## src/rtl/uart_tx_wr_frontend_pkg.sv

```systemverilog
// Shared types and constants for the UART TX write front end.
// The CR state exists only when UART_TX_WR_LF2CRLF_EN is defined.
package uart_pkg;

    typedef enum logic [1:0] {
        SZ_B = 2'd0,
        SZ_H = 2'd1,
        SZ_W = 2'd2,
        SZ_D = 2'd3
    } wr_size_e;

    typedef enum logic [2:0] {
        ST_IDLE = 3'd0,
        ST_PUSH = 3'd1,
        ST_GAP  = 3'd2,
`ifdef UART_TX_WR_LF2CRLF_EN
        ST_CR   = 3'd3,
`endif
        ST_DONE = 3'd4
    } wr_fe_state_e;

    localparam logic [7:0] ASCII_CR = 8'h0D;
    localparam logic [7:0] ASCII_LF = 8'h0A;

    // Sizes wider than the store bus are clamped to the bus width in bytes.
    function automatic int unsigned storeBytes(input wr_size_e size, input int unsigned maxBytes);
        int unsigned n;
        n = 32'd1 << size;
        return (n > maxBytes) ? maxBytes : n;
    endfunction

endpackage

```

## src/rtl/uart_tx_wr_frontend_if.sv

```systemverilog
// Core-store and FIFO-push signal bundle for the UART TX write front end.
interface uart_tx_wr_frontend_if #(
    parameter int DATA_WIDTH = 64,
    parameter int BYTE_W     = 8
);
    logic                  i_wr_req;
    logic [DATA_WIDTH-1:0] i_wr_data;
    logic [1:0]            i_wr_size;
    logic                  i_fifo_full;
    logic                  o_wr_stall;
    logic                  o_fifo_winc;
    logic [BYTE_W-1:0]     o_fifo_wdata;
    logic                  o_busy;

    modport master (
        output i_wr_req, i_wr_data, i_wr_size, i_fifo_full,
        input  o_wr_stall, o_fifo_winc, o_fifo_wdata, o_busy
    );

    modport slave (
        input  i_wr_req, i_wr_data, i_wr_size, i_fifo_full,
        output o_wr_stall, o_fifo_winc, o_fifo_wdata, o_busy
    );
endinterface

```

## src/rtl/uart_tx_wr_frontend.sv

```systemverilog
// Splits one core MMIO store into spaced byte pushes to the UART TX FIFO, LSB first.
// Optional macro UART_TX_WR_LF2CRLF_EN inserts a CR push ahead of every LF byte.
module uart_tx_wr_frontend
    import uart_pkg::*;
#(
    parameter int DATA_WIDTH = 64,
    parameter int BYTE_W     = 8
) (
    input  logic                   i_fifo_wr_clk,
    input  logic                   i_fifo_wr_rst,
    uart_tx_wr_frontend_if.slave   bus
);

    localparam int NB    = DATA_WIDTH / BYTE_W;
    localparam int IDX_W = (NB > 1) ? $clog2(NB) : 1;

    wr_fe_state_e                r_state;
    wr_fe_state_e                w_next;
    logic [NB-1:0][BYTE_W-1:0]   r_data;
    logic [IDX_W-1:0]            r_idx;
    logic [IDX_W-1:0]            r_last;
    logic [BYTE_W-1:0]           w_curByte;
    logic                        w_lastByte;
    wr_size_e                    w_size;
`ifdef UART_TX_WR_LF2CRLF_EN
    logic                        r_crDone;
`endif

    assign w_size     = wr_size_e'(bus.i_wr_size);
    assign w_curByte  = r_data[r_idx];
    assign w_lastByte = (r_idx == r_last);

    always_ff @(posedge i_fifo_wr_clk or posedge i_fifo_wr_rst) begin
        if (i_fifo_wr_rst) begin
            r_state <= ST_IDLE;
        end else begin
            r_state <= w_next;
        end
    end

    // GAP after every push gives the registered full flag time to catch up.
    always_comb begin
        w_next = r_state;
        case (r_state)
            ST_IDLE: begin
                if (bus.i_wr_req) begin
                    w_next = ST_PUSH;
`ifdef UART_TX_WR_LF2CRLF_EN
                    if (bus.i_wr_data[BYTE_W-1:0] == ASCII_LF) begin
                        w_next = ST_CR;
                    end
`endif
                end
            end
            ST_PUSH: begin
                if (!bus.i_fifo_full) begin
                    w_next = w_lastByte ? ST_DONE : ST_GAP;
                end
            end
            ST_GAP: begin
                w_next = ST_PUSH;
`ifdef UART_TX_WR_LF2CRLF_EN
                if ((w_curByte == ASCII_LF) && !r_crDone) begin
                    w_next = ST_CR;
                end
`endif
            end
`ifdef UART_TX_WR_LF2CRLF_EN
            ST_CR: begin
                if (!bus.i_fifo_full) begin
                    w_next = ST_GAP;
                end
            end
`endif
            ST_DONE: w_next = ST_IDLE;
            default: w_next = ST_IDLE;
        endcase
    end

    always_comb begin
        bus.o_fifo_winc  = 1'b0;
        bus.o_fifo_wdata = '0;
        bus.o_wr_stall   = bus.i_wr_req && (r_state != ST_DONE);
        bus.o_busy       = (r_state != ST_IDLE);
        case (r_state)
            ST_PUSH: begin
                bus.o_fifo_winc  = !bus.i_fifo_full;
                bus.o_fifo_wdata = w_curByte;
            end
`ifdef UART_TX_WR_LF2CRLF_EN
            ST_CR: begin
                bus.o_fifo_winc  = !bus.i_fifo_full;
                bus.o_fifo_wdata = ASCII_CR;
            end
`endif
            default: begin
                bus.o_fifo_winc  = 1'b0;
                bus.o_fifo_wdata = '0;
            end
        endcase
    end

    // The byte index stops at the last byte so it never wraps past N-1.
    always_ff @(posedge i_fifo_wr_clk or posedge i_fifo_wr_rst) begin
        if (i_fifo_wr_rst) begin
            r_data   <= '0;
            r_idx    <= '0;
            r_last   <= '0;
`ifdef UART_TX_WR_LF2CRLF_EN
            r_crDone <= 1'b0;
`endif
        end else begin
            case (r_state)
                ST_IDLE: begin
                    if (bus.i_wr_req) begin
                        r_data   <= bus.i_wr_data;
                        r_idx    <= '0;
                        r_last   <= IDX_W'(storeBytes(w_size, NB) - 1);
`ifdef UART_TX_WR_LF2CRLF_EN
                        r_crDone <= 1'b0;
`endif
                    end
                end
                ST_PUSH: begin
                    if (!bus.i_fifo_full) begin
                        if (!w_lastByte) begin
                            r_idx <= r_idx + IDX_W'(1);
                        end
`ifdef UART_TX_WR_LF2CRLF_EN
                        r_crDone <= 1'b0;
`endif
                    end
                end
`ifdef UART_TX_WR_LF2CRLF_EN
                ST_CR: begin
                    if (!bus.i_fifo_full) begin
                        r_crDone <= 1'b1;
                    end
                end
`endif
                default: begin
                    r_idx <= r_idx;
                end
            endcase
        end
    end

endmodule

```

## src/flat_wrapper.sv

```systemverilog
// flat-port wrapper written by rule: the top's interface ports become plain ports
module uart_tx_wr_frontend_flat import uart_pkg::*;
#(
    parameter int DATA_WIDTH = 64,
    parameter int BYTE_W     = 8
)
  (i_fifo_wr_clk, i_fifo_wr_rst, bus_i_wr_req, bus_i_wr_data, bus_i_wr_size, bus_i_fifo_full, bus_o_wr_stall, bus_o_fifo_winc, bus_o_fifo_wdata, bus_o_busy);
  uart_tx_wr_frontend_if #(.DATA_WIDTH(DATA_WIDTH), .BYTE_W(BYTE_W)) bus_i ();
  input  logic i_fifo_wr_clk;
  input  logic i_fifo_wr_rst;
  input wire logic [$bits(bus_i.i_wr_req)-1:0] bus_i_wr_req;
  input wire logic [$bits(bus_i.i_wr_data)-1:0] bus_i_wr_data;
  input wire logic [$bits(bus_i.i_wr_size)-1:0] bus_i_wr_size;
  input wire logic [$bits(bus_i.i_fifo_full)-1:0] bus_i_fifo_full;
  output wire logic [$bits(bus_i.o_wr_stall)-1:0] bus_o_wr_stall;
  output wire logic [$bits(bus_i.o_fifo_winc)-1:0] bus_o_fifo_winc;
  output wire logic [$bits(bus_i.o_fifo_wdata)-1:0] bus_o_fifo_wdata;
  output wire logic [$bits(bus_i.o_busy)-1:0] bus_o_busy;
  assign bus_i.i_wr_req = bus_i_wr_req;
  assign bus_i.i_wr_data = bus_i_wr_data;
  assign bus_i.i_wr_size = bus_i_wr_size;
  assign bus_i.i_fifo_full = bus_i_fifo_full;
  assign bus_o_wr_stall = bus_i.o_wr_stall;
  assign bus_o_fifo_winc = bus_i.o_fifo_winc;
  assign bus_o_fifo_wdata = bus_i.o_fifo_wdata;
  assign bus_o_busy = bus_i.o_busy;
  uart_tx_wr_frontend #(.DATA_WIDTH(DATA_WIDTH), .BYTE_W(BYTE_W)) u_core (.i_fifo_wr_clk(i_fifo_wr_clk), .i_fifo_wr_rst(i_fifo_wr_rst), .bus(bus_i));
endmodule
```

## config.mk

```make
export PLATFORM = sky130hd
export DESIGN_NAME = uart_tx_wr_frontend_flat
export DESIGN_NICKNAME = d
export VERILOG_FILES = /design/src/rtl/uart_tx_wr_frontend_pkg.sv /design/src/rtl/uart_tx_wr_frontend_if.sv /design/src/rtl/uart_tx_wr_frontend.sv /design/src/flat_wrapper.sv
export SDC_FILE = /design/constraint.sdc
export NUM_CORES = 1
export LEC_CHECK = 0
export ABC_AREA = 1
export BUFFER_PORTS_ARGS = -buffer_cell sky130_fd_sc_hd__buf_4
export CAP_MARGIN = 20
export CORE_MARGIN = 3
export CORE_UTILIZATION = 45
export DETAILED_ROUTE_END_ITERATION = 8
export PLACE_DENSITY = 0.71
export SYNTH_ARGS = -nofsm -noshare
export SYNTH_HDL_FRONTEND = slang
export SYNTH_SLANG_ARGS = --single-unit
```

## constraint.sdc

```tcl
create_clock -name i_fifo_wr_clk -period 2 [get_ports i_fifo_wr_clk]
set_clock_uncertainty 0.2 [all_clocks]
set_input_delay 0 -clock i_fifo_wr_clk [delete_from_list [all_inputs] [get_ports i_fifo_wr_clk]]
set_output_delay 0 -clock i_fifo_wr_clk [all_outputs]
set_load 0.005 [all_outputs]
```

Word level (Yosys, flattened, before mapping)
Cells that the tools add are included.
W data, S select, Z words.
{ "word_totals": {"input_bits": 70, "wordCells": 44, "register_bits": 73} }
{ "op_classes": {"n_eq_ne": 7, "order_cmp": 2, "n_reduce_logical": 8, "add_sub_neg": 2, "n_shift": 1, "n_mux": 13} }
{ "ops": {"columns": ["op", "count"], "rows": [
  ["$gt A32 B4 Y1 const B", 1],
  ["$shl A1 B2 Y32 const A", 1],
  ["$bmux W8 S3", 1],
  ["$mux W3", 7],
  ["$mux W8", 2],
  ["$pmux W3 S3", 1],
  ["$ne A2 B2 Y1 const B", 3],
  ["$pmux W3 S2", 1],
  ["$lt A3 B4 Y1 const B", 1],
  ["$reduce_and A2 Y1", 2],
  ["$reduce_and A4 Y1", 1],
  ["$add A3 B1 Y3 const B", 1],
  ["$eq A3 B1 Y1 const B", 1],
  ["$eq A3 B2 Y1 const B", 1],
  ["$eq A3 B3 Y1", 1],
  ["$logic_not A3 Y1", 1],
  ["$ne A3 B3 Y1 const B", 1],
  ["$reduce_bool A3 Y1", 1],
  ["$sub A3 B1 Y3 const B", 1],
  ["$reduce_bool A2 Y1", 1],
  ["$logic_and A1 B1 Y1", 1],
  ["$logic_not A1 Y1", 1],
  ["$mux W1", 1]
]} }

Logic depth before layout (Yosys ltp)
{ "logic_depth": {"word_depth": 4, "mapped_depth": 8} }

Least setup slack after synthesis
Ideal clock, no wire load.
{ "synth_path": {"kind": "reg2reg", "startpoint": "register u_core.r_state[2]", "endpoint": "register u_core.r_data[14] in the netlist's numbering", "setup_time_ps": 126, "n_path_buf": 1, "arrival_time_ps": 1026, "path_stages_with_launch": 6, "slack_ps": 648, "cell_sequence": "dfrtp_1 -> nor2_4 -> nand3_4 -> inv_2 -> buf_2 -> o21ai_0"} }
{ "synth_between": {"elab_chain_len": 2} }
{ "synth_lines": {"columns": ["item", "line_no", "rtl"], "rows": [
  ["start, declared", "uart_tx_wr_frontend.sv:17", "wr_fe_state_e r_state;"],
  ["start signal, assigned", "uart_tx_wr_frontend.sv:37", "r_state <= w_next;"],
  ["$logic_not A3 Y1", "uart_tx_wr_frontend.sv:113", "case (r_state)"],
  ["$reduce_and A2 Y1 (no source line)", null, null],
  ["end signal, assigned", "uart_tx_wr_frontend.sv:116", "r_data <= bus.i_wr_data;"],
  ["end, declared", "uart_tx_wr_frontend.sv:19", "logic [NB-1:0][BYTE_W-1:0] r_data;"]
]} }
No other way between the ends.
A chain may end at the register's enable or synchronous reset.

Final worst setup path
{ "layout_path": {"startpoint": "register u_core.r_state[1]", "endpoint": "output bus_o_fifo_wdata[2]"} }
{ "layout_between": {"elab_chain_len": 2} }
{ "layout_lines": {"columns": ["item", "line_no", "rtl"], "rows": [
  ["$eq A3 B1 Y1", "uart_tx_wr_frontend.sv:85", "case (r_state)"],
  ["$mux W8", "uart_tx_wr_frontend.sv:85", null],
  ["end, declared", "flat_wrapper.sv:17", "output wire logic [$bits(bus_i.o_fifo_wdata)-1:0] bus_o_fifo_wdata;"]
]} }
No other way between the ends.

==> out/results.ini <==
[clock_network]
path_clk_slew_ns = 0.07
worstSkewPairLatency_ns = 0.35
cts_made_buffers = 9
htreeDepth = 3
cts_root_buffer = clkbuf_8
ctsLongestPathBuffers = 2
clock_sinks = 73
tritoncts = yes

[floorplanning]
die_h_um = 94.14
pin_count = 81
fp-row-count = 31
die_w_um = 94.14
die_area_um2 = 8862
core_um2 = 7408
start_util = 0.4719

[power]
power_density_nw_per_um2 = 1225
ir_worst_vdd_uv = 577.6
power_uw = 6236
leakagePower_uw = 0.002603

[timing]
period_share = 0.9525
rsz0062_at_grt = no
period_needed_ns = 1.905
clock.fmax_ghz = 0.5249
fin_setup_tns_ns = 0
worst_pin_slew_ns = 0.6844
finalMaxSlewViolations = 0
setup_ws_ns = 0.09504
setup_violations = 0
max_slew_margin = 0.5428
finalHoldViolCount = 0
fin_hold_ws_ns = 0.09960

[yosys]
synth_top_area_share = 0.5225
synth_top_area_cell = dfrtp_1
synth.distinct_cells = 22
synth-xor-area-share = 0.005011
synthMuxAreaShare = 0
yosysWarnings = 0
synth.cell_area_um2 = 3496
synth_top_family_by_area = simple AND/OR/NAND/NOR gates
synthSimpleGateAreaFrac = 0.2981
ys_seq_area_frac = 0.5225
synthAdderAreaFrac = 0.003579
syn_area_per_cell_um2 = 7.616
ys_ff_latch = 73
synth-compound-area-share = 0.1027
synthTopCellsByArea = dfrtp_1 52%, nand2_1 21%, o21ai_0 7.0%
syn-num-nets = 530
synthCells = 459

[cells_and_area]
layout-drive-gt1-share = 0.1839
syn2layout_area_growth_pct = 45.60
nets = 678
layoutNonFillerInstCount = 708
antenna_cells = 0

[worst_setup_path]
arrival_ns = 1.70
crit_path_start_kind = register
cp.required_ns = 1.80
critPathKind = reg2out
end_kind = output port
crit_fanout = 12

[grt]
grt_pass1_wl_um = 15650
antenna_found_initial = 0
overflow = 0
grt_pass1_vias = 3386
grt_max_degree = 64
grt.total_usage = 0.2301

[job]
drv_cap = 0

[routing]
wl_per_cell_um = 13.78
firstDrtPassIters = 5
drc = 0
dr_total_vias = 3482
totalWireLength_um = 9757
ant_nets = 0
vias_per_cell = 4.918
detail_route.iter0.violations = 227

[place]
hpwl_um = 6153
io_buffers = 80
dp_cells = 624
place_ws_ns = 0.2464
place_congestion = 0.7874

[status]
outcome = complete, no violations

[min_path]
hold_class = in2async

[what timing repair did]
action	CTS	global route
setup buffers	0	1
pin swaps	0	0
setup endpoints to repair	3	8
hold endpoints to repair	114	0
resized for setup	2	5
hold buffers	70	0
[worst paths after layout]
check	slack, ns	cells past startpoint	startpoint	end
setup / recovery	0.1	7	u_core.r_state[1]$_DFFE_PP0P_	bus_o_fifo_wdata[2]
hold / removal	0.1	3	i_fifo_wr_rst	u_core.r_data[60]$_DFFE_PP0P_
setup reg to reg	0.12	7	u_core.r_state[1]$_DFFE_PP0P_	u_core.r_state[0]$_DFFE_PP0P_
hold reg to reg	0.28	2	u_core.r_data[37]$_DFFE_PP0P_	u_core.r_data[37]$_DFFE_PP0P_
max in group asynchronous	0.87	4	i_fifo_wr_rst	u_core.r_last[2]$_DFFE_PP0P_
min in group i_fifo_wr_clk	0.18	4	bus_i_wr_data[0]	u_core.r_data[0]$_DFFE_PP0P_
[layer usage]
metal / share of wire / vias up / global-route usage / wire [um]
met5: 0 / - / 0 / 0
met2: 0.50 / 116 / 0.3895 / 4898
met3: 0.048 / 24 / 0.03446 / 467
li1: - / 1732 / - / -
met1: 0.43 / 1610 / 0.2950 / 4165
met4: 0.023 / 0 / 0.09146 / 225
[state kept, by name, indices dropped and copies added (netlist names)]
name,flops
u_core.r_data,64
u_core.r_idx,3
u_core.r_last,3
u_core.r_state,3
[cells by family (layout without fill, tap and decap cells)]
| kind of cell | count (synthesis) | in the layout |
|---|---|---|
| compound gates | 68 | 68 |
| xor+xnor | 2 | 2 |
| fa+ha+maj | 1 | 1 |
| buf+inv | 49 | 199 |
| flops | 73 | 73 |
| simple gates | 266 | 266 |
[worst max-delay path, cell delays in order, from the launching register on]
cell and delay, ns:
dfrtp_1 0.42, inv_1 0.14, nand2_1 0.08, nor2_1 0.13, buf_4 0.23, nand2_1 0.10
nor2_1 0.13, buf_4 0.13
[placed cells by master (no fill, tap or decap), drive strengths merged]
cell type    Yosys  routed
nor2            51      51
dfrtp           73      73
o211ai           6       6
nand3           11      11
inv             23      22
o21ai           51      51
xnor2            1       1
a31oi            1       1
nand2          200     200
a21oi            9       9
ha               1       1
dlygate4sd3      0      70
clkbuf           6      13
a21boi           1       1
buf             20      93
nand4            4       4
xor2             1       1
clkinvlp         0       1
[metrics by stage]
step                      instance area [um^2]  utilization
final                                     5090       0.6870
after global routing                      5090       0.6870
after CTS                                 5075       0.6850
after detailed placement                  4200       0.5670
after global placement                    4200       0.5670
after floorplan                           3500            -
[power breakdown]
group	switching [uW]	total (uW)	internal (uW)	leakage, uW
combinational	1570	2660	1090	0.00161
clock	509	1040	533	0.0000875
sequential	366	2530	2170	0.000904
total	2450	6240	3790	0.00260
[cell type report]
cell class              instances  area (um^2)
clock buffers                  13        168.9
fillers                       616         2318
inverters                      23        92.59
multi-input cells             337         1431
flip-flops and latches         73         1829
well taps                      99        123.9
repair buffers                163         1444
[cells in the mapped netlist]
master,number
nand3_4,1
o211ai_1,6
inv_1,21
xor2_1,1
ha_1,1
dfrtp_1,73
nor2_1,50
nand4_1,4
inv_2,2
buf_2,7
a21boi_0,1
nand3_1,10
clkbuf_1,6
a21oi_1,9
nand2_1,200
nor2_4,1
xnor2_1,1
buf_4,12
a31oi_1,1
buf_1,1
o21ai_0,49
o21ai_1,2
(Power assumes the default switching activity.)
